**src/rtl/paralelo_serial_param.sv**
```systemverilog
// Parallel-to-serial converter for the PCI physical layer: 1-entry buffered valid/ready input,
// training commas after reset, then data words or idle commas back to back on the serial line.
module paralelo_serial_param #(
    parameter int unsigned       WIDTH      = 8,
    parameter logic [WIDTH-1:0] COMMA      = WIDTH'('hBC),
    parameter int unsigned       MIN_COMMAS = 4,
    parameter bit                MSB_FIRST  = 1'b1
) (
    input  logic             clk_32f,
    input  logic             reset,
    input  logic             valid_in,
    input  logic [WIDTH-1:0] data_in,
    output logic             ready_out,
    output logic             data_out,
    output logic             word_start,
    output logic             data_flag,
    output logic             training
);

    localparam int unsigned CNT_W = $clog2(WIDTH);
    localparam int unsigned CC_W  = $clog2(MIN_COMMAS + 1);

    typedef enum logic {StTrain, StActive} state_e;

    state_e           state_q, state_d;
    logic [CC_W-1:0]  comma_cnt_q, comma_cnt_d;
    logic [CNT_W-1:0] bit_cnt_q, bit_cnt_d;
    logic             first_q, first_d;
    logic             buf_full_q, buf_full_d;
    logic [WIDTH-1:0] buf_q, buf_d;
    logic [WIDTH-1:0] shift_q, shift_d;
    logic             data_out_q, data_out_d;
    logic             word_start_q, word_start_d;
    logic             data_flag_q, data_flag_d;

    logic             boundary;
    logic             load_data;
    logic             accept;
    logic [WIDTH-1:0] next_word;

    // first_q forces the edge right after reset release to be a word boundary.
    assign boundary  = first_q || (bit_cnt_q == CNT_W'(WIDTH - 1));
    assign load_data = buf_full_q && (state_q == StActive);
    assign next_word = load_data ? buf_q : COMMA;
    assign ready_out = !buf_full_q && (state_q == StActive);
    assign accept    = valid_in && ready_out;

    always_comb begin
        state_d      = state_q;
        comma_cnt_d  = comma_cnt_q;
        bit_cnt_d    = bit_cnt_q;
        first_d      = 1'b0;
        buf_full_d   = buf_full_q;
        buf_d        = buf_q;
        shift_d      = shift_q;
        data_out_d   = data_out_q;
        word_start_d = 1'b0;
        data_flag_d  = data_flag_q;

        if (boundary) begin
            bit_cnt_d    = '0;
            word_start_d = 1'b1;
            data_flag_d  = load_data;
            if (MSB_FIRST) begin
                data_out_d = next_word[WIDTH-1];
                shift_d    = next_word << 1;
            end else begin
                data_out_d = next_word[0];
                shift_d    = next_word >> 1;
            end
            if (load_data) begin
                buf_full_d = 1'b0;
            end
            // Only commas are loaded while training, so every boundary here counts one.
            if (state_q == StTrain) begin
                if (comma_cnt_q < CC_W'(MIN_COMMAS)) begin
                    comma_cnt_d = comma_cnt_q + CC_W'(1);
                end
                if (comma_cnt_q == CC_W'(MIN_COMMAS - 1)) begin
                    state_d = StActive;
                end
            end
        end else begin
            bit_cnt_d = bit_cnt_q + CNT_W'(1);
            if (MSB_FIRST) begin
                data_out_d = shift_q[WIDTH-1];
                shift_d    = shift_q << 1;
            end else begin
                data_out_d = shift_q[0];
                shift_d    = shift_q >> 1;
            end
        end

        // ready_out requires an empty buffer, so this never collides with the drain above.
        if (accept) begin
            buf_full_d = 1'b1;
            buf_d      = data_in;
        end
    end

    always_ff @(posedge clk_32f or posedge reset) begin
        if (reset) begin
            state_q      <= StTrain;
            comma_cnt_q  <= '0;
            bit_cnt_q    <= '0;
            first_q      <= 1'b1;
            buf_full_q   <= 1'b0;
            buf_q        <= '0;
            shift_q      <= '0;
            data_out_q   <= 1'b0;
            word_start_q <= 1'b0;
            data_flag_q  <= 1'b0;
        end else begin
            state_q      <= state_d;
            comma_cnt_q  <= comma_cnt_d;
            bit_cnt_q    <= bit_cnt_d;
            first_q      <= first_d;
            buf_full_q   <= buf_full_d;
            buf_q        <= buf_d;
            shift_q      <= shift_d;
            data_out_q   <= data_out_d;
            word_start_q <= word_start_d;
            data_flag_q  <= data_flag_d;
        end
    end

    assign data_out   = data_out_q;
    assign word_start = word_start_q;
    assign data_flag  = data_flag_q;
    assign training   = (state_q == StTrain);

endmodule

```
**config.mk**
```make
export PLATFORM = sky130hd
export DESIGN_NAME = paralelo_serial_param
export DESIGN_NICKNAME = d
export VERILOG_FILES = /design/src/rtl/paralelo_serial_param.sv
export SDC_FILE = /design/constraint.sdc
export NUM_CORES = 1
export LEC_CHECK = 0
export ABC_AREA = 1
export BUFFER_PORTS_ARGS = -buffer_cell sky130_fd_sc_hd__buf_2
export CORE_MARGIN = 2
export CORE_UTILIZATION = 35
export CTS_CLUSTER_SIZE = 20
export DETAILED_ROUTE_END_ITERATION = 16
export SYNTH_ARGS = -nofsm -noshare
export SYNTH_HDL_FRONTEND = slang
export SYNTH_SLANG_ARGS = --single-unit
```
**constraint.sdc**
```tcl
create_clock -name clk_32f -period 1.65 [get_ports clk_32f]
set_input_delay 0.33 -clock clk_32f [delete_from_list [all_inputs] [get_ports clk_32f]]
set_output_delay 0.33 -clock clk_32f [all_outputs]
set_load 0.05 [all_outputs]
```
Yosys cells after proc, flatten, opt, wreduce, memory -nomap -nowiden:

Cells that the tools add are included.
W data, S select, Z words.

* bits in latches: 0
* memories kept: 0
* bits in read-only memories: 0
* word-level logic and storage cells: 35
* register bits: 28
* memory bits (writable): 0

* div/mod/pow operators: 0
* magnitude comparators: 1
* multipliers: 0
* $add $sub $neg: 2
* reductions and logical operators: 9
* bitwise gates (word level): 1
* shift-type cells: 0
* muxes and demuxes: 10
* equal/unequal tests: 2

Operator list (number)
* $mux W8: 2
* $mux W1: 7
* $add A3 B1 Y3 const B: 2
* $reduce_bool A2 Y1: 2
* $eq A3 B2 Y1 const B: 1
* $eq A3 B3 Y1 const B: 1
* $logic_and A1 B1 Y1: 3
* $lt A3 B3 Y1 const B: 1
* $mux W3: 1
* $reduce_and A3 Y1: 1
* $reduce_and A2 Y1: 1
* $logic_not A1 Y1: 1
* $logic_or A1 B1 Y1: 1
* $not A1 Y1: 1

Logic depth before layout (Yosys ltp):

* depth after elaboration: 5
* mapped depth: 7
* mapped depth without buffers: 7

Worst setup path after synthesis:

OpenSTA, ideal clock, no wires.

* kind: register -> output
* start: reg state_q
* end: out ready_out
* arrival time: 1.027 ns
* slack: 0.293 ns
* cell stages (with the launch flop): 3
* data required time: 1.320 ns
* path buffers: 0
* cells stage by stage: dfrtp_1 inv_1 nor2_4

* word-level cells in the longest chain between the ends: 1

RTL lines
* start, declared: line 25 `state_e state_q, state_d;`
* start signal, assigned: line 103 `state_q <= StTrain;`
* start signal, assigned: line 114 `state_q <= state_d;`
* $logic_and A1 B1 Y1: line 45 `assign ready_out = !buf_full_q && (state_q == StActive);`
* end, declared: line 13 `output logic ready_out,`

Every way passes these cells.

Worst setup path after layout:

Ends and elaborated chain as after synthesis.

==> impl_results.md <==
- Leak: 0.000680 µW
- Netlist cell types: 15
- Critical Path RT: about 1300 ps
- # setup viols final: 0
- Reg-to-reg setup timing slack: 210 ps
- CTS tree: done
- Ant diodes: 0
- Crit-path cells: inv_1, nor2_4, buf_2
- Sum of buffers and inverters on the critical path: 2
- R2r worst-path depth: 6
- Post-DR wirelength/cell: 10.6 µm
- Slowest cell on the critical path: dfrtp_1
- Peak Freq: 658 MHz
- Layout area overhead: 13.7%
- Port bufs: 15
- Clk sink count: 27
- Synth top area cells: dfrtp_1, nand2_1, ha_1
- Synth Register Bits: 27
- Residual DRC count: 0
- Clock Latency Late Sink: roughly 310 ps
- Clk root buf: clkbuf_4
- Synth Flop Type: dfrtp_1
- H-Tree Depth: 1
- Worst Path Max Fanout: 4
- Worst-path clk slew: 140 ps
- Top cell family by delay on the critical path: flip-flops
- Endpoint class of the critical path: output port
- Share of the synthesized area in the top cell type: 0.599
- CP max stage delay: 410 ps
- DRT Wirelength: between 1.5 and 2 mm
- Via count: 757
- Fill count: 307
- CTS max path bufs: 2
- Levels on crit path: 3
- CP arrival: 1190 ps
- Largest net degree at the start of global routing: 28
- DIE AREA: 3560 µm²
- RePlAce Congestion: 0.728
- Drt initial violations: 11
- Critical path type: flip-flop to output port
- Area leader, netlist: dfrtp_1
- Synth warn: 0
- IO Pins: 16
- Register area share after synthesis: 0.623
- Rows: 20
- Initial Utilization: 0.362
- FF-to-FF End: shift_q[2]$_DFF_PP0_
- Die height: 59.7 µm
- Post-route minimum period: 1520 ps
- Vias per cell: roughly 4.5
- RSZ-0062 raised after global routing: false
- DP Worst Slack: 197 ps
- Number of routed nets with antenna violations: 0
- Crit path launch type: flip-flop
- Overflow after GRT: 0
- Worst reg2reg startpoint: bit_cnt_q[0]$_DFF_PP0_
- Post-DP HPWL: 1.37 mm
- Syn Nets: 130
- Quantity of hold-fixing buffers added after cts: 0
- Initial antenna violation count: 0
- Sequential cell area: 677 µm²
- Hold Crit Class: input port to asynchronous set/reset pin
- Core area: between 3000 and 4000 µm²
- Post-synth EDFFs: 0
- Die width: approximately 60 µm
- Number of global-route vias before repair: 726
- Total of max-cap violations: 0
- Slew Limit Fails: 0
- DR pass1 iterations: 3
- Final nets: 150
- GR Util All Layers: 0.118
- Synth Cell Area: 1090 µm²
- Synth Instances: 115
- Final WS setup: roughly 130 ps
- Final Hold Vio Count: 0
- Crit share post-route: 0.921
- Post-Route Skew: 5.32 ps
- Layout cells sized above 1: 0.194
- Area of the multi-input gates: ~370 µm²
- Power per cell area: 1580 nW/µm²
- Status: completed
- CTS buffer count: 3
- First-pass GRT wire length: 3.17 mm
- Mean Syn Cell Area: around 9.4 µm²
- Synth async-reset ratio: 1.00
- Setup TNS: 0 ps
- Worst VDD drop: slightly above 0.6 mV
routing by layer:
layer  part of all wire  global-route usage
met1               0.49               0.161
met2               0.47               0.188
met3              0.024              0.0195
met4              0.014              0.0476
met5                  0                   0
final cells by class:
class	instances	share of cell area
Timing Repair Buffer	17	0.0729
Sequential cell	27	0.548
Inverter	8	0.0243
Tap cell	33	0.0334
Clock inverter	1	0.00405
Multi-Input combinational cell	78	0.299
Clock buffer	3	0.0182
worst register-to-register path, stage by stage (launching register included):
cell     delay (ps)
dfrtp_1         410
ha_1            200
ha_1            200
nor2_2          320
nor2_1          100
nand2_1          80
nand2_1          40
Yosys cell counts (3+ instances only):
| master | n |
|---|---|
| o21ai_0 | 5 |
| dfrtp_1 | 26 |
| nand3_1 | 9 |
| inv_1 | 7 |
| nand3b_1 | 3 |
| nand2_1 | 48 |
| nor2_1 | 6 |
| ha_1 | 4 |
worst max-delay path by stage:
stage / end / from
3_3_place_gp: data_out$_DFF_PP0_ / bit_cnt_q[0]$_DFF_PP0_
6_report: ready_out / state_q$_DFFE_PP0P_
2_1_floorplan: ready_out / state_q$_DFFE_PP0P_
4_1_cts: ready_out / state_q$_DFFE_PP0P_
5_1_grt: ready_out / state_q$_DFFE_PP0P_
3_5_place_dp: data_out$_DFF_PP0_ / bit_cnt_q[0]$_DFF_PP0_
per-stage QoR:
| step | total power [µW] | util | instance area, µm² | std cells | hold slack, ps |
|---|---|---|---|---|---|
| 2_1_floorplan | 1510 | - | 1090 | 115 | 382 |
| 3_3_place_gp | 1680 | 0.401 | 1200 | 163 | 398 |
| 3_5_place_dp | 1700 | 0.401 | 1200 | 163 | 407 |
| 4_1_cts | 1970 | 0.410 | 1230 | 167 | 50.3 |
| 5_1_grt | 2100 | 0.411 | 1230 | 167 | 75.9 |
| 6_report | 1950 | 0.411 | 1230 | 167 | 39.1 |
state kept, by name, indices dropped and copies added (netlist names):
signal	count
buf_q	8
shift_q	7
bit_cnt_q	3
comma_cnt_q	3
buf_full_q	1
data_flag	1
data_out	1
first_q	1
state_q	1
word_start	1
kinds of logic (layout without fill, tap and decap cells):
logic type,after synthesis,after routing,share of synthesized area
simple gates,68,68,0.265
flops,27,27,0.623
buf+inv,10,29,0.0392
compound gates,5,5,0.0230
fa+ha+maj,4,4,0.0461
other cells,1,1,0.00345
layout by cell type, fill, tap and decap left out, types with 2 or more instances in the layout:
cell / n
o21ai_0: 5
buf_2: 15
nand3b_1: 3
dfrtp_1: 26
ha_1: 4
inv_1: 7
nand3_1: 9
buf_4: 2
nor2_1: 6
clkbuf_4: 3
nand2_1: 47
power breakdown:
group          switching [µW]  internal (µW)
clock                     186           90.6
combinational             454            209
sequential                123            884
total                     762           1180
what timing repair did:
| action | in CTS | in global routing |
|---|---|---|
| buffers inserted | 0 | 0 |
| resized for setup | 0 | 1 |
| setup endpoints to repair | 0 | 2 |
No activity file was read; power rests on OpenSTA's default activity.
